--- config.mk ---
export PLATFORM = sky130hd
export DESIGN_NAME = dsp_wresp_channel_flat
export DESIGN_NICKNAME = d
export VERILOG_FILES = /design/src/rtl/dsp_wresp_channel_pkg.sv /design/src/rtl/dsp_wresp_channel_if.sv /design/src/rtl/dsp_wresp_channel_sync_fifo.sv /design/src/rtl/dsp_wresp_channel.sv /design/src/flat_wrapper.sv
export SDC_FILE = /design/constraint.sdc
export NUM_CORES = 1
export LEC_CHECK = 0
export BUFFER_PORTS_ARGS = -buffer_cell sky130_fd_sc_hd__buf_4
export CORE_UTILIZATION = 47
export CTS_CLUSTER_SIZE = 24
export DETAILED_ROUTE_END_ITERATION = 16
export PLACE_DENSITY = 0.85
export SLEW_MARGIN = 30
export SYNTH_ARGS = -nofsm -noshare
export SYNTH_HDL_FRONTEND = slang
export SYNTH_SLANG_ARGS = --single-unit
export TNS_END_PERCENT = 1
--- constraint.sdc ---
create_clock -name ACLK_i -period 3.4 [get_ports ACLK_i]
set_input_delay 0.68 -clock ACLK_i [delete_from_list [all_inputs] [get_ports ACLK_i]]
set_output_delay 0.68 -clock ACLK_i [all_outputs]
set_load 0.005 [all_outputs]
--- src/rtl/dsp_wresp_channel_pkg.sv ---
// Shared AXI interconnect definitions: BRESP encodings and default widths.
package axi_icn_pkg;

   localparam int AXI_SLV_AMT_DEF   = 2;
   localparam int AXI_OUTST_DEF     = 8;
   localparam int AXI_MST_ID_W_DEF  = 5;
   localparam int AXI_WR_RESP_W_DEF = 2;

   typedef enum logic [1:0] {
      RESP_OKAY   = 2'b00,
      RESP_EXOKAY = 2'b01,
      RESP_SLVERR = 2'b10,
      RESP_DECERR = 2'b11
   } bresp_e;

endpackage

--- src/rtl/dsp_wresp_channel_if.sv ---
// Write-response dispatcher bus: AW order push, per-slave B channels, master B channel.
interface dsp_wresp_channel_if
   import axi_icn_pkg::*;
#(
   parameter int SLV_AMT         = AXI_SLV_AMT_DEF,
   parameter int TRANS_MST_ID_W  = AXI_MST_ID_W_DEF,
   parameter int TRANS_WR_RESP_W = AXI_WR_RESP_W_DEF,
   parameter int SLV_ID_W        = $clog2(SLV_AMT)
);
   logic [SLV_ID_W-1:0]                dsp_WADDR_slv_id_i;
   logic                               dsp_WADDR_shift_en_i;
   logic                               dsp_WADDR_outst_full_o;
   logic [TRANS_MST_ID_W*SLV_AMT-1:0]  sa_BID_i;
   logic [TRANS_WR_RESP_W*SLV_AMT-1:0] sa_BRESP_i;
   logic [SLV_AMT-1:0]                 sa_BVALID_i;
   logic [SLV_AMT-1:0]                 sa_BREADY_o;
   logic [TRANS_MST_ID_W-1:0]          m_BID_o;
   logic [TRANS_WR_RESP_W-1:0]         m_BRESP_o;
   logic                               m_BVALID_o;
   logic                               m_BREADY_i;
   logic                               dsp_err_o;

   modport slave (
      input  dsp_WADDR_slv_id_i, dsp_WADDR_shift_en_i, sa_BID_i, sa_BRESP_i,
             sa_BVALID_i, m_BREADY_i,
      output dsp_WADDR_outst_full_o, sa_BREADY_o, m_BID_o, m_BRESP_o,
             m_BVALID_o, dsp_err_o
   );

   modport master (
      output dsp_WADDR_slv_id_i, dsp_WADDR_shift_en_i, sa_BID_i, sa_BRESP_i,
             sa_BVALID_i, m_BREADY_i,
      input  dsp_WADDR_outst_full_o, sa_BREADY_o, m_BID_o, m_BRESP_o,
             m_BVALID_o, dsp_err_o
   );
endinterface

--- src/rtl/dsp_wresp_channel_sync_fifo.sv ---
// Synchronous in-order FIFO with registered count and full flag; DEPTH must be a power of two.
module sync_fifo
   import axi_icn_pkg::*;
#(
   parameter int DATA_W = 1,
   parameter int DEPTH  = AXI_OUTST_DEF,
   localparam int PTR_W = $clog2(DEPTH),
   localparam int CNT_W = $clog2(DEPTH) + 1
) (
   input  logic              clk_i,
   input  logic              rst_i,
   input  logic              push_i,
   input  logic              pop_i,
   input  logic [DATA_W-1:0] data_i,
   output logic [DATA_W-1:0] data_o,
   output logic              full_o,
   output logic              empty_o,
   output logic [CNT_W-1:0]  count_o
);
   logic [DATA_W-1:0] mem_q [DEPTH];
   logic [PTR_W-1:0]  wr_ptr_q, wr_ptr_d, rd_ptr_q, rd_ptr_d;
   logic [CNT_W-1:0]  count_q, count_d;
   logic              full_q, full_d;
   logic              push_acc_s, pop_acc_s;

   // A push into a full FIFO is only taken when an entry leaves in the same cycle.
   always_comb begin
      pop_acc_s  = pop_i && (count_q != {CNT_W{1'b0}});
      push_acc_s = push_i && (!full_q || pop_acc_s);
      wr_ptr_d   = push_acc_s ? wr_ptr_q + {{(PTR_W-1){1'b0}}, 1'b1} : wr_ptr_q;
      rd_ptr_d   = pop_acc_s  ? rd_ptr_q + {{(PTR_W-1){1'b0}}, 1'b1} : rd_ptr_q;
      count_d    = count_q + CNT_W'(push_acc_s) - CNT_W'(pop_acc_s);
      full_d     = (count_d == CNT_W'(DEPTH));
   end

   always_ff @(posedge clk_i or posedge rst_i) begin
      if (rst_i) begin
         wr_ptr_q <= {PTR_W{1'b0}};
         rd_ptr_q <= {PTR_W{1'b0}};
         count_q  <= {CNT_W{1'b0}};
         full_q   <= 1'b0;
      end else begin
         wr_ptr_q <= wr_ptr_d;
         rd_ptr_q <= rd_ptr_d;
         count_q  <= count_d;
         full_q   <= full_d;
      end
   end

   always_ff @(posedge clk_i) begin
      if (push_acc_s) begin
         mem_q[wr_ptr_q] <= data_i;
      end
   end

   assign data_o  = mem_q[rd_ptr_q];
   assign full_o  = full_q;
   assign empty_o = (count_q == {CNT_W{1'b0}});
   assign count_o = count_q;
endmodule

--- src/rtl/dsp_wresp_channel.sv ---
// Master-side write-response dispatcher: returns slave B responses in AW issue order.
// Optional sticky protocol checking is built when DSP_WRESP_ERR_CHECK_EN is defined.
module dsp_wresp_channel
   import axi_icn_pkg::*;
#(
   parameter int SLV_AMT         = AXI_SLV_AMT_DEF,
   parameter int OUTSTANDING_AMT = AXI_OUTST_DEF,
   parameter int TRANS_MST_ID_W  = AXI_MST_ID_W_DEF,
   parameter int TRANS_WR_RESP_W = AXI_WR_RESP_W_DEF,
   parameter int SLV_ID_W        = $clog2(SLV_AMT),
   localparam int CNT_W          = $clog2(OUTSTANDING_AMT) + 1
) (
   input  logic                ACLK_i,
   input  logic                ARESET_i,
   dsp_wresp_channel_if.slave  bus_io
);
   logic [SLV_ID_W-1:0]        fifo_head_s;
   logic                       fifo_full_s, fifo_empty_s;
   logic [CNT_W-1:0]           fifo_count_s;
   logic                       out_free_s, capture_s;
   logic [SLV_AMT-1:0]         bready_s;
   logic [TRANS_MST_ID_W-1:0]  sel_bid_s, m_bid_q, m_bid_d;
   logic [TRANS_WR_RESP_W-1:0] sel_bresp_s, m_bresp_q, m_bresp_d;
   logic                       m_bvalid_q, m_bvalid_d;

   sync_fifo #(
      .DATA_W (SLV_ID_W),
      .DEPTH  (OUTSTANDING_AMT)
   ) u_order_fifo (
      .clk_i   (ACLK_i),
      .rst_i   (ARESET_i),
      .push_i  (bus_io.dsp_WADDR_shift_en_i),
      .pop_i   (capture_s),
      .data_i  (bus_io.dsp_WADDR_slv_id_i),
      .data_o  (fifo_head_s),
      .full_o  (fifo_full_s),
      .empty_o (fifo_empty_s),
      .count_o (fifo_count_s)
   );

   // Only the slave at the FIFO head is readied; a head ID beyond SLV_AMT matches nothing.
   always_comb begin
      out_free_s  = !m_bvalid_q || bus_io.m_BREADY_i;
      bready_s    = {SLV_AMT{1'b0}};
      sel_bid_s   = {TRANS_MST_ID_W{1'b0}};
      sel_bresp_s = {TRANS_WR_RESP_W{1'b0}};
      for (int k = 0; k < SLV_AMT; k++) begin
         if (fifo_head_s == SLV_ID_W'(k)) begin
            bready_s[k] = !fifo_empty_s && out_free_s && (fifo_count_s != {CNT_W{1'b0}});
            sel_bid_s   = bus_io.sa_BID_i[k*TRANS_MST_ID_W +: TRANS_MST_ID_W];
            sel_bresp_s = bus_io.sa_BRESP_i[k*TRANS_WR_RESP_W +: TRANS_WR_RESP_W];
         end else begin
            bready_s[k] = 1'b0;
         end
      end
      capture_s = |(bus_io.sa_BVALID_i & bready_s);
   end

   // Output register: a capture takes priority over a drain so responses can stream.
   always_comb begin
      m_bvalid_d = m_bvalid_q;
      m_bid_d    = m_bid_q;
      m_bresp_d  = m_bresp_q;
      if (capture_s) begin
         m_bvalid_d = 1'b1;
         m_bid_d    = sel_bid_s;
         m_bresp_d  = sel_bresp_s;
      end else if (m_bvalid_q && bus_io.m_BREADY_i) begin
         m_bvalid_d = 1'b0;
      end else begin
         m_bvalid_d = m_bvalid_q;
      end
   end

   always_ff @(posedge ACLK_i or posedge ARESET_i) begin
      if (ARESET_i) begin
         m_bvalid_q <= 1'b0;
         m_bid_q    <= {TRANS_MST_ID_W{1'b0}};
         m_bresp_q  <= TRANS_WR_RESP_W'(RESP_OKAY);
      end else begin
         m_bvalid_q <= m_bvalid_d;
         m_bid_q    <= m_bid_d;
         m_bresp_q  <= m_bresp_d;
      end
   end

   assign bus_io.sa_BREADY_o            = bready_s;
   assign bus_io.m_BVALID_o             = m_bvalid_q;
   assign bus_io.m_BID_o                = m_bid_q;
   assign bus_io.m_BRESP_o              = m_bresp_q;
   assign bus_io.dsp_WADDR_outst_full_o = fifo_full_s;

`ifdef DSP_WRESP_ERR_CHECK_EN
   logic err_q, err_d;

   // Sticky: overflow push, out-of-range slave ID, or a B response with nothing outstanding.
   always_comb begin
      err_d = err_q
            | (bus_io.dsp_WADDR_shift_en_i && fifo_full_s && !capture_s)
            | (bus_io.dsp_WADDR_shift_en_i && (int'(bus_io.dsp_WADDR_slv_id_i) >= SLV_AMT))
            | (fifo_empty_s && (|bus_io.sa_BVALID_i));
   end

   always_ff @(posedge ACLK_i or posedge ARESET_i) begin
      if (ARESET_i) begin
         err_q <= 1'b0;
      end else begin
         err_q <= err_d;
      end
   end

   assign bus_io.dsp_err_o = err_q;
`else
   assign bus_io.dsp_err_o = 1'b0;
`endif
endmodule

--- src/flat_wrapper.sv ---
// flat-port wrapper written by rule: the top's interface ports become plain ports
module dsp_wresp_channel_flat import axi_icn_pkg::*;
#(
   parameter int SLV_AMT         = AXI_SLV_AMT_DEF,
   parameter int OUTSTANDING_AMT = AXI_OUTST_DEF,
   parameter int TRANS_MST_ID_W  = AXI_MST_ID_W_DEF,
   parameter int TRANS_WR_RESP_W = AXI_WR_RESP_W_DEF,
   parameter int SLV_ID_W        = $clog2(SLV_AMT),
   localparam int CNT_W          = $clog2(OUTSTANDING_AMT) + 1
)
  (ACLK_i, ARESET_i, bus_io_dsp_WADDR_slv_id_i, bus_io_dsp_WADDR_shift_en_i, bus_io_sa_BID_i, bus_io_sa_BRESP_i, bus_io_sa_BVALID_i, bus_io_m_BREADY_i, bus_io_dsp_WADDR_outst_full_o, bus_io_sa_BREADY_o, bus_io_m_BID_o, bus_io_m_BRESP_o, bus_io_m_BVALID_o, bus_io_dsp_err_o);
  dsp_wresp_channel_if #(.SLV_AMT(SLV_AMT), .TRANS_MST_ID_W(TRANS_MST_ID_W), .TRANS_WR_RESP_W(TRANS_WR_RESP_W), .SLV_ID_W(SLV_ID_W)) bus_io_i ();
  input  logic ACLK_i;
  input  logic ARESET_i;
  input wire logic [$bits(bus_io_i.dsp_WADDR_slv_id_i)-1:0] bus_io_dsp_WADDR_slv_id_i;
  input wire logic [$bits(bus_io_i.dsp_WADDR_shift_en_i)-1:0] bus_io_dsp_WADDR_shift_en_i;
  input wire logic [$bits(bus_io_i.sa_BID_i)-1:0] bus_io_sa_BID_i;
  input wire logic [$bits(bus_io_i.sa_BRESP_i)-1:0] bus_io_sa_BRESP_i;
  input wire logic [$bits(bus_io_i.sa_BVALID_i)-1:0] bus_io_sa_BVALID_i;
  input wire logic [$bits(bus_io_i.m_BREADY_i)-1:0] bus_io_m_BREADY_i;
  output wire logic [$bits(bus_io_i.dsp_WADDR_outst_full_o)-1:0] bus_io_dsp_WADDR_outst_full_o;
  output wire logic [$bits(bus_io_i.sa_BREADY_o)-1:0] bus_io_sa_BREADY_o;
  output wire logic [$bits(bus_io_i.m_BID_o)-1:0] bus_io_m_BID_o;
  output wire logic [$bits(bus_io_i.m_BRESP_o)-1:0] bus_io_m_BRESP_o;
  output wire logic [$bits(bus_io_i.m_BVALID_o)-1:0] bus_io_m_BVALID_o;
  output wire logic [$bits(bus_io_i.dsp_err_o)-1:0] bus_io_dsp_err_o;
  assign bus_io_i.dsp_WADDR_slv_id_i = bus_io_dsp_WADDR_slv_id_i;
  assign bus_io_i.dsp_WADDR_shift_en_i = bus_io_dsp_WADDR_shift_en_i;
  assign bus_io_i.sa_BID_i = bus_io_sa_BID_i;
  assign bus_io_i.sa_BRESP_i = bus_io_sa_BRESP_i;
  assign bus_io_i.sa_BVALID_i = bus_io_sa_BVALID_i;
  assign bus_io_i.m_BREADY_i = bus_io_m_BREADY_i;
  assign bus_io_dsp_WADDR_outst_full_o = bus_io_i.dsp_WADDR_outst_full_o;
  assign bus_io_sa_BREADY_o = bus_io_i.sa_BREADY_o;
  assign bus_io_m_BID_o = bus_io_i.m_BID_o;
  assign bus_io_m_BRESP_o = bus_io_i.m_BRESP_o;
  assign bus_io_m_BVALID_o = bus_io_i.m_BVALID_o;
  assign bus_io_dsp_err_o = bus_io_i.dsp_err_o;
  dsp_wresp_channel #(.SLV_AMT(SLV_AMT), .OUTSTANDING_AMT(OUTSTANDING_AMT), .TRANS_MST_ID_W(TRANS_MST_ID_W), .TRANS_WR_RESP_W(TRANS_WR_RESP_W), .SLV_ID_W(SLV_ID_W)) u_core (.ACLK_i(ACLK_i), .ARESET_i(ARESET_i), .bus_io(bus_io_i));
endmodule
Yosys cells after proc, flatten, opt, wreduce, memory -nomap -nowiden:

Memories as Yosys holds them, arrays and structs flattened.
Index checks and enable logic that the tools add are counted.

* bitwise gates (word level): 1
* shift operators: 0
* add/sub/neg operators: 4
* magnitude comparators: 0
* reductions and logical operators: 14
* eq/ne operators: 1
* multiply operators: 0
* mux-type cells: 8
* divide/modulo/power cells: 0

Operator list (count)
* adder 3 x 1 -> 3 bit (second input constant): 2
* two-way mux 1 bit: 6
* logical AND 1 bit: 5
* two-way mux 5 bit: 1
* adder 4 x 1 -> 4 bit: 1
* == test 4 bit (second input constant): 1
* zero test 4 bit: 1
* nonzero test 4 bit: 1
* subtractor 4 x 1 -> 4 bit: 1
* zero test 1 bit: 3
* bitwise AND 2 bit: 1
* logical OR 1 bit: 2
* two-way mux 2 bit: 1
* nonzero test 2 bit: 1
* OR reduction 2 bit: 1

* memory bits (writable): 8
* ROM bits: 0
* memories: 1
* register bits: 19
* output and inout port bits: 12
* bits in latches: 0

Memory list
* u_core.u_order_fifo.mem_q: depth 8, width 1, rd ports 1, clocked after Yosys merged registers in 0, wr ports 1, line dsp_wresp_channel_sync_fifo.sv:20 `logic [DATA_W-1:0] mem_q [DEPTH];`

Depth between registers and ports, before layout:

Gate-level depths: netlist (run 1).

* depth in word-level cells: 13
* mapped depth: 13
* depth with buffers taken out: 13

By module:

Synthesis (run 1) repeated with hierarchy kept, for this count alone.

* cells, all modules: 106
* area total of the unflattened synthesis: 1407.6 µm²

By module, submodules not included
* sync_fifo: cells an instance 73, area an instance 952.2 µm², instances 1
* dsp_wresp_channel: cells an instance 33, area an instance 455.4 µm², instances 1

Worst setup path after synthesis (run 1):

Ideal clock, no wire load.

* path type: flip-flop to flip-flop
* from: register u_core.u_order_fifo.rd_ptr_q[0]
* to: register u_core.u_order_fifo.full_q (netlist: u_core.u_order_fifo.full_o)
* period minus slack after synthesis: 3.280 ns
* cell stages (with the launch flop): 12
* library setup time: 0.105 ns
* arrival: 3.174 ns
* path buffers: 1
* setup slack: 0.120 ns
* required time: 3.295 ns
* cells stage by stage: dfrtp_1 -> mux4_2 -> mux2i_4 -> mux2i_1 -> clkbuf_1 -> ha_1 -> inv_1 -> ha_1 -> a21o_1 -> a21oi_1 -> xor2_1 -> nor4b_1

* cells in the longest elaborated chain, start to end: 10

Ends and longest elaborated chain
* start: declaration: line dsp_wresp_channel_sync_fifo.sv:21 `logic [PTR_W-1:0] wr_ptr_q, wr_ptr_d, rd_ptr_q, rd_ptr_d;`
* start signal: assignment: line dsp_wresp_channel_sync_fifo.sv:39 `rd_ptr_q <= {PTR_W{1'b0}};`
* start signal: assignment: line dsp_wresp_channel_sync_fifo.sv:44 `rd_ptr_q <= rd_ptr_d;`
* memory (8 x 1 bit) (*)
* two-way mux 1 bit: line dsp_wresp_channel.sv:48 `if (fifo_head_s == SLV_ID_W'(k)) begin`
* bitwise AND 2 bit (*): line dsp_wresp_channel.sv:56 `capture_s = |(bus_io.sa_BVALID_i & bready_s);`
* OR reduction 2 bit (*): line dsp_wresp_channel.sv:56
* logical AND 1 bit (*): line dsp_wresp_channel_sync_fifo.sv:28 `pop_acc_s = pop_i && (count_q != {CNT_W{1'b0}});`
* net u_core.u_order_fifo.pop_acc_s: line dsp_wresp_channel_sync_fifo.sv:24 `logic push_acc_s, pop_acc_s;`
* logical OR 1 bit: line dsp_wresp_channel_sync_fifo.sv:29 `push_acc_s = push_i && (!full_q || pop_acc_s);`
* logical AND 1 bit: line dsp_wresp_channel_sync_fifo.sv:29
* adder 4 x 1 -> 4 bit: line dsp_wresp_channel_sync_fifo.sv:32 `count_d = count_q + CNT_W'(push_acc_s) - CNT_W'(pop_acc_s);`
* subtractor 4 x 1 -> 4 bit (*): line dsp_wresp_channel_sync_fifo.sv:32
* net u_core.u_order_fifo.count_d[3]: line dsp_wresp_channel_sync_fifo.sv:22 `logic [CNT_W-1:0] count_q, count_d;`
* == test 4 bit (*): line dsp_wresp_channel_sync_fifo.sv:33 `full_d = (count_d == CNT_W'(DEPTH));`
* net u_core.u_order_fifo.full_d: line dsp_wresp_channel_sync_fifo.sv:23 `logic full_q, full_d;`
* end signal: assignment: line dsp_wresp_channel_sync_fifo.sv:46 `full_q <= full_d;`
* end: declaration: line dsp_wresp_channel_sync_fifo.sv:23

The timed path passes the listed nets; every way through them passes the cells marked *.
A chain may end at the register's enable or synchronous reset.

Final worst setup path (run 1):

* from: register u_core.u_order_fifo.rd_ptr_q[0]
* to: register u_core.u_order_fifo.full_q (netlist: u_core.u_order_fifo.full_o)

* cells in the longest elaborated chain, start to end: 10

Ends and longest elaborated chain (line)
* memory (8 x 1 bit) (*)
* two-way mux 1 bit: dsp_wresp_channel.sv:48
* bitwise AND 2 bit (*): dsp_wresp_channel.sv:56
* OR reduction 2 bit (*): dsp_wresp_channel.sv:56
* logical AND 1 bit (*): dsp_wresp_channel_sync_fifo.sv:28
* logical OR 1 bit: dsp_wresp_channel_sync_fifo.sv:29
* logical AND 1 bit: dsp_wresp_channel_sync_fifo.sv:29
* adder 4 x 1 -> 4 bit: dsp_wresp_channel_sync_fifo.sv:32
* subtractor 4 x 1 -> 4 bit (*): dsp_wresp_channel_sync_fifo.sv:32
* net u_core.u_order_fifo.count_d[2]: dsp_wresp_channel_sync_fifo.sv:22
* == test 4 bit (*): dsp_wresp_channel_sync_fifo.sv:33
* net u_core.u_order_fifo.full_d: dsp_wresp_channel_sync_fifo.sv:23

Marked as above.

==> flow_summary.ini, run 1 <==
[status]
status = complete, no violations

[global_route]
grt_pass1_wl_mm = 3.57
busiest_layer = met2
use_met2_pct = 31.1
grt.overflow.total = 0
grt_pass1_vias = 823
antenna_found_initial = 0
grt_max_degree = 22
use_met1_pct = 21.4
grt_use_met3_pct = 3.55
grt.total_usage_pct = 17.5

[clock_tree]
clockBufferDepth = 2
cts_tree = yes
hold_buffers = 0
cts_resized = 0
htree_levels = 1
root_buffer = clkbuf_4
cts_buffers = 3
clock-sinks = 27
clkLatencyLatePin_ns = 0.31
post-cts-setup-buffer-count = 0
path_clk_slew_ns = 0.13

[timing]
hold_viol = 0
hold-worst-slack_ns = 0.462
clock_skew_ns = 0.00169
finalSetupTns_ns = 0
rsz0062_at_grt = no
period_needed_ns = 3.16
tightest_slew_ns = 0.700
setup-violations-final = 0
drv_slew = 0
period_share_pct = 93.0
fmax_ghz = 0.316
max_slew_margin_pct = 53.3

[run]
drv_cap = 0

[critical_path]
cp.arrival_ns = 3.37
crit_type = reg -> reg
critPathCaptureType = register
cp-start-kind = register
critPathLaunch = u_core.u_order_fifo.rd_ptr_q[0]
path_max_fanout = 4
critical_path_required_ns = 3.61
r2r_start = u_core.u_order_fifo.rd_ptr_q[0]

[yosys]
syn-num-nets = 138
synth.area.mux_share_pct = 12.9
synth_area_per_cell_um2 = 12.1
synth_adder_area_share_pct = 8.15
synth_compound_area_share_pct = 5.59
netlist_instances = 109
netlist_area_mm2 = 0.00132
synth-seq-area-share_pct = 54.2
synthSimpleGateAreaFrac_pct = 10.8
synth.distinct_cells = 30
ys_warn_count = 0
ys_ff_latch = 27
synth_xor_area_share_pct = 3.98
synth_top_family_by_area = multiplexers

[layout]
final_common_cell = buf_4
final_util_pct = 62.9
fillers = 210
antennaDiodeCount = 0
drive_above_1_share_pct = 30.3
finalInstanceArea_mm2 = 0.00162
layout.nets = 172
syn2layout_area_growth_pct = 22.4
layout_common_cells = buf_4 (33), dfrtp_1 (19), nor2_1 (10)

[floorplanning]
die_w_um = 55.0
io_pins = 33
die-area_mm2 = 0.00302
die_h_um = 55.0
coreArea_mm2 = 0.00257
rows = 18
floorplan.initialDensity_pct = 51.4

[pwr]
p_leak_uw = 0.000740
p_per_area_mw_per_mm2 = 919
vdd_ir_drop_max_v = 0.000654
power.total_uw = 1480

[detailed_routing]
antenna_left = 0
firstDrtPassIters = 4
vias_per_cell = 5.25
drc = 0
num_vias = 903
drt_wl_total_mm = 2.34
routedWlPerCell_um = 13.6
drt-initial-drc-count = 12

[placed_design]
hpwl_mm = 1.86
place_area_mm2 = 0.00159
port-buffer-count = 31
gp_congestion = 0.768

[min_path]
hp-class = in -> async
[per-stage QoR]
stage | setup WS (ns) | instances
after global routing | 0.0566 | 172
after global placement | 0.453 | 168
final | 0.237 | 172
after floorplan | 0.120 | 109
after CTS | 0.211 | 172
after detailed placement | 0.245 | 168
[final cells by class]
class	count	area [um^2]	share of cell area (%)
Timing Repair Buffer	33	248	15.3
Clock buffer	4	26.3	1.63
Tap cell	30	37.5	2.32
Sequential cell	27	716	44.3
Multi-Input combinational cell	69	554	34.3
Inverter	9	33.8	2.09
[cell families after synthesis]
logic type / count (synthesis)
AO/OA/AOI/OAI: 12
XOR/XNOR: 6
adder cells (fa/ha/maj): 8
buffers and inverters: 13
flip-flops: 27
multiplexers: 13
other: 1
AND/OR/NAND/NOR: 29
[worst paths after layout]
check	slack (ns)	depth (start not counted)	end
worst min register to register	0.54	1	u_core.u_order_fifo.rd_ptr_q[2]
worst max-delay path	0.24	10	u_core.u_order_fifo.full_o
worst min-delay path	0.46	2	u_core.bus_io.m_BID_o[2]
min in group ACLK_i	0.54	1	u_core.u_order_fifo.rd_ptr_q[2]
max in group asynchronous	2.50	2	u_core.u_order_fifo.wr_ptr_q[2]
worst max register to register	0.24	10	u_core.u_order_fifo.full_o
[flip-flops by register name, summed over array words and instances, names as in the netlist]
signal	cells
u_core.u_order_fifo.rd_ptr_q	3
u_core.u_order_fifo.mem_q	8
u_core.u_order_fifo.wr_ptr_q	3
u_core.bus_io.m_BID_o	5
u_core.bus_io.m_BVALID_o	1
u_core.u_order_fifo.full_o	1
u_core.bus_io.m_BRESP_o	2
u_core.u_order_fifo.count_o	4
[per-layer routing]
layer / share of wire (%) / vias up
li1: - / 444
met1: 41 / 422
met2: 53 / 35
met3: 6.2 / 2
met4: 0.17 / 0
met5: 0 / -
[critical path, cell delays in order, from the launching register on]
cell     delay [ns]
dfrtp_1        0.47
mux4_2         0.56
mux2i_4        0.18
mux2i_2        0.33
o21ai_2        0.12
ha_1           0.29
inv_1          0.04
ha_1           0.20
fa_1           0.39
xor2_1         0.19
nor4b_1        0.28
[synth_stat cells]
| library cell | instances | area share (%) |
|---|---|---|
| a21o_1 | 1 | 0.57 |
| a21oi_1 | 8 | 3.0 |
| buf_1 | 1 | 0.28 |
| buf_2 | 1 | 0.38 |
| buf_4 | 1 | 0.57 |
| clkbuf_1 | 1 | 0.28 |
| conb_1 | 1 | 0.28 |
| dfrtp_1 | 19 | 36 |
| edfxtp_1 | 8 | 18 |
| fa_1 | 1 | 1.5 |
| ha_1 | 7 | 6.6 |
| inv_1 | 9 | 2.6 |
| mux2_1 | 2 | 1.7 |
| mux2i_1 | 8 | 6.1 |
| mux2i_4 | 1 | 1.7 |
| mux4_2 | 2 | 3.4 |
| nand2_1 | 4 | 1.1 |
| nand2b_1 | 2 | 0.95 |
| nand3_1 | 3 | 1.1 |
| nor2_1 | 10 | 2.8 |
| nor2b_1 | 1 | 0.47 |
| nor3_1 | 4 | 1.5 |
| nor4_1 | 3 | 1.4 |
| nor4b_1 | 1 | 0.66 |
| o211ai_2 | 1 | 0.95 |
| o21ai_0 | 1 | 0.38 |
| o21ai_2 | 1 | 0.66 |
| or3b_2 | 1 | 0.66 |
| xnor2_1 | 3 | 2.0 |
| xor2_1 | 3 | 2.0 |
[power by group]
group | total (uW) | switching, uW | internal (uW)
logic | 782 | 379 | 403
registers | 570 | 99.9 | 470
clock network | 132 | 86.3 | 45.8
Note: power is estimated with default switching activity, not from simulation.
==> run 2: changes to the inputs <==
--- a/config.mk
+++ b/config.mk
@@ -6,10 +6,11 @@
 export NUM_CORES = 1
 export LEC_CHECK = 0
 export BUFFER_PORTS_ARGS = -buffer_cell sky130_fd_sc_hd__buf_4
-export CORE_UTILIZATION = 47
+export CORE_UTILIZATION = 55
 export CTS_CLUSTER_SIZE = 24
 export DETAILED_ROUTE_END_ITERATION = 16
-export PLACE_DENSITY = 0.85
+export PLACE_DENSITY = 0.92
+export SETUP_SLACK_MARGIN = 0.3
 export SLEW_MARGIN = 30
 export SYNTH_ARGS = -nofsm -noshare
 export SYNTH_HDL_FRONTEND = slang
==> constraint.sdc (replaced) <==
create_clock -name ACLK_i -period 3.7 [get_ports ACLK_i]
set_input_delay 0.74 -clock ACLK_i [delete_from_list [all_inputs] [get_ports ACLK_i]]
set_output_delay 0.74 -clock ACLK_i [all_outputs]
set_load 0.005 [all_outputs]
==> flow_summary.ini, run 2 (synthesized netlist as in run 1, its figures left out) <==
[critical_path]
worst-path-buf-inv = 2
worst_path_largest_cell_delay_ns = 0.56
critPathTopFamily = multiplexers
crit_path_frequent_cell = ha_1
crit_type = reg -> reg
critPathCaptureType = register
cp.arrival_ns = 3.37
cp-start-kind = register
critPathSlowestCell = mux4_2
path_max_fanout = 22
critical_path_required_ns = 3.93
crit_chain = mux4_2 > mux2i_4 > mux2i_2 > buf_6 > ha_1 > inv_1 > ha_1 > a21o_1 > a21oi_1 > xor2_1 > nor4b_1

[floorplanning]
io_pins = 33
die_w_um = 51.0
die-area_mm2 = 0.00260
floorplan.initialDensity_pct = 59.1
rows = 17
coreArea_mm2 = 0.00223
die_h_um = 51.0

[clock_tree]
post-cts-setup-buffer-count = 0
hold_buffers = 0
cts_resized = 0
cts_buffers = 3
path_clk_slew_ns = 0.13
root_buffer = clkbuf_4
clock-sinks = 27
clkLatencyLatePin_ns = 0.32
clockBufferDepth = 2
htree_levels = 1
cts_tree = yes

[global_route]
antenna_found_initial = 0
grt.overflow.total = 0
grt_max_degree = 23
grt_pass1_wl_mm = 3.86
grt.total_usage_pct = 20.6
grt_pass1_vias = 847

[placed_design]
gp_congestion = 0.785
port-buffer-count = 31
hpwl_mm = 1.81

[timing]
rsz0062_at_grt = no
hold_viol = 0
finalSetupTns_ns = 0
period_needed_ns = 3.13
period_share_pct = 84.7
drv_slew = 0
tightest_slew_ns = 0.703
clock_skew_ns = 0.00198
fmax_ghz = 0.319
setup-violations-final = 0
max_slew_margin_pct = 53.1

[min_path]
hp-class = in -> async

[layout]
syn2layout_area_growth_pct = 22.5
fillers = 149
drive_above_1_share_pct = 30.3
final_util_pct = 72.4
largest_reg_flops = 8
final_common_cell = buf_4
antennaDiodeCount = 0
layout.nets = 172
regMostFlops = u_core.u_order_fifo.mem_q
layout_common_cells = buf_4 (32), dfrtp_1 (19), nor2_1 (10)

[pwr]
p_leak_uw = 0.000741
vdd_ir_drop_max_v = 0.000615
p_per_area_mw_per_mm2 = 852

[run]
drv_cap = 0

[detailed_routing]
drt-initial-drc-count = 16
num_vias = 926
routedWlPerCell_um = 13.6
drc = 0
vias_per_cell = 5.45
antenna_left = 0
drt_wl_total_mm = 2.32
firstDrtPassIters = 6

[status]
status = complete, no violations
-- run 2: cell types whose count changed in the layout (fill, tap and decap cells not counted) --
cell	delta
buf_4	-1
buf_6	+1
-- run 2: layout make-up --
type | instances | area (um^2) | share of cell area [%]
multi-input combinational | 69 | 554 | 34.3
sequential | 27 | 716 | 44.3
inverter | 9 | 33.8 | 2.09
timing repair buffer | 33 | 251 | 15.6
clock buffer | 4 | 26.3 | 1.63
tap | 28 | 35.0 | 2.17
-- run 2: power breakdown --
| group | internal, uW | switching [uW] |
|---|---|---|
| combinational | 376 | 351 |
| clock | 42.3 | 81.9 |
| sequential | 432 | 93.3 |
| total | 850 | 526 |
-- run 2: routing by layer --
| metal | part of all wire [%] | vias to the layer above | global-route usage [%] |
|---|---|---|---|
| li1 | - | 448 | - |
| met1 | 42 | 450 | 26.4 |
| met2 | 51 | 23 | 33.8 |
| met3 | 5.0 | 5 | 3.87 |
| met4 | 1.8 | 0 | 9.26 |
| met5 | 0 | - | 0 |
-- run 2: stage by stage --
stage,std cells,area (um^2),worst slack (ns),hold slack [ns],total power (uW)
final,170,1620,0.565,0.513,1380
after global routing,170,1620,0.366,0.542,1500
after CTS,170,1610,0.511,0.536,1380
after detailed placement,166,1590,0.555,0.518,1260
after global placement,166,1590,0.660,0.505,1200
after floorplan,109,1320,0.420,0.480,1000
-- run 2: path summary, 6_finish.rpt --
kind | start | endpoint | slack [ns] | cells past startpoint
worst min register to register | u_core.u_order_fifo.rd_ptr_q[2] | u_core.u_order_fifo.rd_ptr_q[2] | 0.54 | 1
worst max-delay path | u_core.u_order_fifo.rd_ptr_q[0] | u_core.u_order_fifo.full_o | 0.57 | 11
max in group asynchronous | ARESET_i | u_core.u_order_fifo.wr_ptr_q[0] | 2.75 | 2
min in group ACLK_i | u_core.u_order_fifo.rd_ptr_q[2] | u_core.u_order_fifo.rd_ptr_q[2] | 0.54 | 1
worst min-delay path | ARESET_i | u_core.bus_io.m_BID_o[3] | 0.51 | 2
worst max register to register | u_core.u_order_fifo.rd_ptr_q[0] | u_core.u_order_fifo.full_o | 0.57 | 11
==> run 3: changes to the inputs <==
--- a/config.mk
+++ b/config.mk
@@ -6,10 +6,10 @@
 export NUM_CORES = 1
 export LEC_CHECK = 0
 export BUFFER_PORTS_ARGS = -buffer_cell sky130_fd_sc_hd__buf_4
-export CORE_UTILIZATION = 55
+export CORE_UTILIZATION = 52
 export CTS_CLUSTER_SIZE = 24
 export DETAILED_ROUTE_END_ITERATION = 16
-export PLACE_DENSITY = 0.92
+export PLACE_DENSITY = 0.88
 export SETUP_SLACK_MARGIN = 0.3
 export SLEW_MARGIN = 30
 export SYNTH_ARGS = -nofsm -noshare
==> constraint.sdc (replaced) <==
create_clock -name ACLK_i -period 3.1 [get_ports ACLK_i]
set_input_delay 0.62 -clock ACLK_i [delete_from_list [all_inputs] [get_ports ACLK_i]]
set_output_delay 0.62 -clock ACLK_i [all_outputs]
set_load 0.005 [all_outputs]
==> flow_summary.ini, run 3 (synthesized netlist as in run 1, its figures left out) <==
[layout]
layout.nets = 178
drive_above_1_share_pct = 40.5
syn2layout_area_growth_pct = 31.8
fillers = 161
final_cells = 176
final_common_cell = buf_4
largest_reg_flops = 8
regMostFlops = u_core.u_order_fifo.mem_q
antennaDiodeCount = 0
layout_common_cells = buf_4 (38), dfrtp_1 (18), nor2_1 (10)

[status]
status = complete, no violations

[floorplanning]
rows = 17
floorplan.initialDensity_pct = 57.5
io_pins = 33
die_w_um = 52.4
die-area_mm2 = 0.00274
die_h_um = 52.4
coreArea_mm2 = 0.00230

[global_route]
grt.overflow.total = 0
antenna_found_initial = 0
grt_max_degree = 22
grt_pass1_wl_mm = 4.12
grt.total_usage_pct = 22.2
grt_pass1_vias = 918

[placed_design]
gp_congestion = 0.791
dp_cells = 167
hpwl_mm = 1.92
port-buffer-count = 31

[critical_path]
r2r_slack_ns = 0.24
ff2ff_path_depth = 11
critPathTopFamily = multiplexers
cp.depth = 11
cp.arrival_ns = 3.11
worst-path-buf-inv = 2
critical_path_required_ns = 3.35
crit_chain = mux4_2 > mux2i_4 > mux2i_4 > buf_6 > ha_4 > inv_4 > ha_4 > a21o_1 > a21oi_2 > xor2_1 > nor4b_2
path_max_fanout = 3
cp-start-kind = register
worst_path_largest_cell_delay_ns = 0.53
r2r_start = u_core.u_order_fifo.rd_ptr_q[0]
critPathCaptureType = register
critPathSlowestCell = mux4_2
critPathLaunch = u_core.u_order_fifo.rd_ptr_q[0]
crit_type = reg -> reg

[detailed_routing]
drt-initial-drc-count = 18
num_vias = 945
antenna_left = 0
drt_wl_total_mm = 2.72
vias_per_cell = 5.37
drc = 0
firstDrtPassIters = 5
routedWlPerCell_um = 15.4

[timing]
rsz0062_at_grt = yes
tightest_slew_ns = 0.720
period_needed_ns = 2.86
fmax_ghz = 0.349
clock_skew_ns = 0.00680
hold_viol = 0
period_share_pct = 92.3
max_slew_margin_pct = 51.9
drv_slew = 0
setup-violations-final = 0

[min_path]
hp-class = in -> async

[pwr]
comb_power_share_pct = 59.4
power.total_uw = 1920
internal-power_uw = 1180
power_frac_seq_pct = 32.7
vdd_ir_drop_max_v = 0.000883
p_leak_uw = 0.000776
p_sw_uw = 741
power_frac_clock_pct = 7.9
p_per_area_mw_per_mm2 = 1100
p_sw_share_pct = 38.6

[clock_tree]
clkLatencyLatePin_ns = 0.33
clock-sinks = 27
root_buffer = clkbuf_4
htree_levels = 1
clockBufferDepth = 2
cts_tree = yes
hold_buffers = 0
cts_buffers = 3
path_clk_slew_ns = 0.14

[run]
drv_cap = 0
## run 3: changes by cell type in the layout (fill, tap and decap cells not counted), sizes merged
cell / change
clkinv: +1
clkbuf: -1
buf: +6
## run 3: power groups by stage
stage | registers (uW) | logic, uW | clock network, uW
floorplan | 611 | 710 | 0
global placement | 627 | 932 | 0
detailed placement | 639 | 977 | 0
CTS | 629 | 1120 | 154
global route | 648 | 1250 | 166
finish | 629 | 1140 | 151
## run 3: cell type report
type / count / area, um^2 / share of cell area (%)
clock buffers: 3 / 22.5 / 1.29
clock inverters: 1 / 5.00 / 0.288
inverters: 9 / 36.3 / 2.08
multi-input cells: 69 / 628 / 36.1
flip-flops and latches: 27 / 717 / 41.2
well taps: 28 / 35.0 / 2.01
repair buffers: 39 / 297 / 17.0
## run 3: final timing paths
| check | end |
|---|---|
| max | u_core.u_order_fifo.full_o |
| min | u_core.bus_io.m_BID_o[3] |
| max reg2reg | u_core.u_order_fifo.full_o |
| min reg2reg | u_core.bus_io.m_BRESP_o[1] |
| max in group asynchronous | u_core.u_order_fifo.rd_ptr_q[0] |
| min in group ACLK_i | u_core.u_order_fifo.mem_q[6] |
## run 3: per-layer routing
layer / vias up / part of all wire, % / track usage, %
met1: 467 / 37 / 23.8
met4: 0 / 1.3 / 9.21
li1: 452 / - / -
met5: - / 0 / 0
met2: 22 / 59 / 42.4
met3: 4 / 3.0 / 3.48
## run 3: through the flow
step	setup TNS [ns]	hold WS [ns]	util, %	worst slack (ns)	instance area (um^2)
2_1_floorplan	-0.00168	0.480	-	-0.00168	1380
3_3_place_gp	0	0.505	71.6	0.240	1640
3_5_place_dp	0	0.521	71.6	0.144	1640
4_1_cts	0	0.404	75.8	0.300	1740
5_1_grt	0	0.437	75.8	0.113	1740
6_report	0	0.390	75.8	0.238	1740
## run 3: what timing repair did
action | CTS | global route
pin swaps | 7 | 0
endpoints found under the hold margin | 0 | 0
buffers inserted | 5 | 0
gates resized for setup | 7 | 0
setup endpoints to repair | 1 | 3
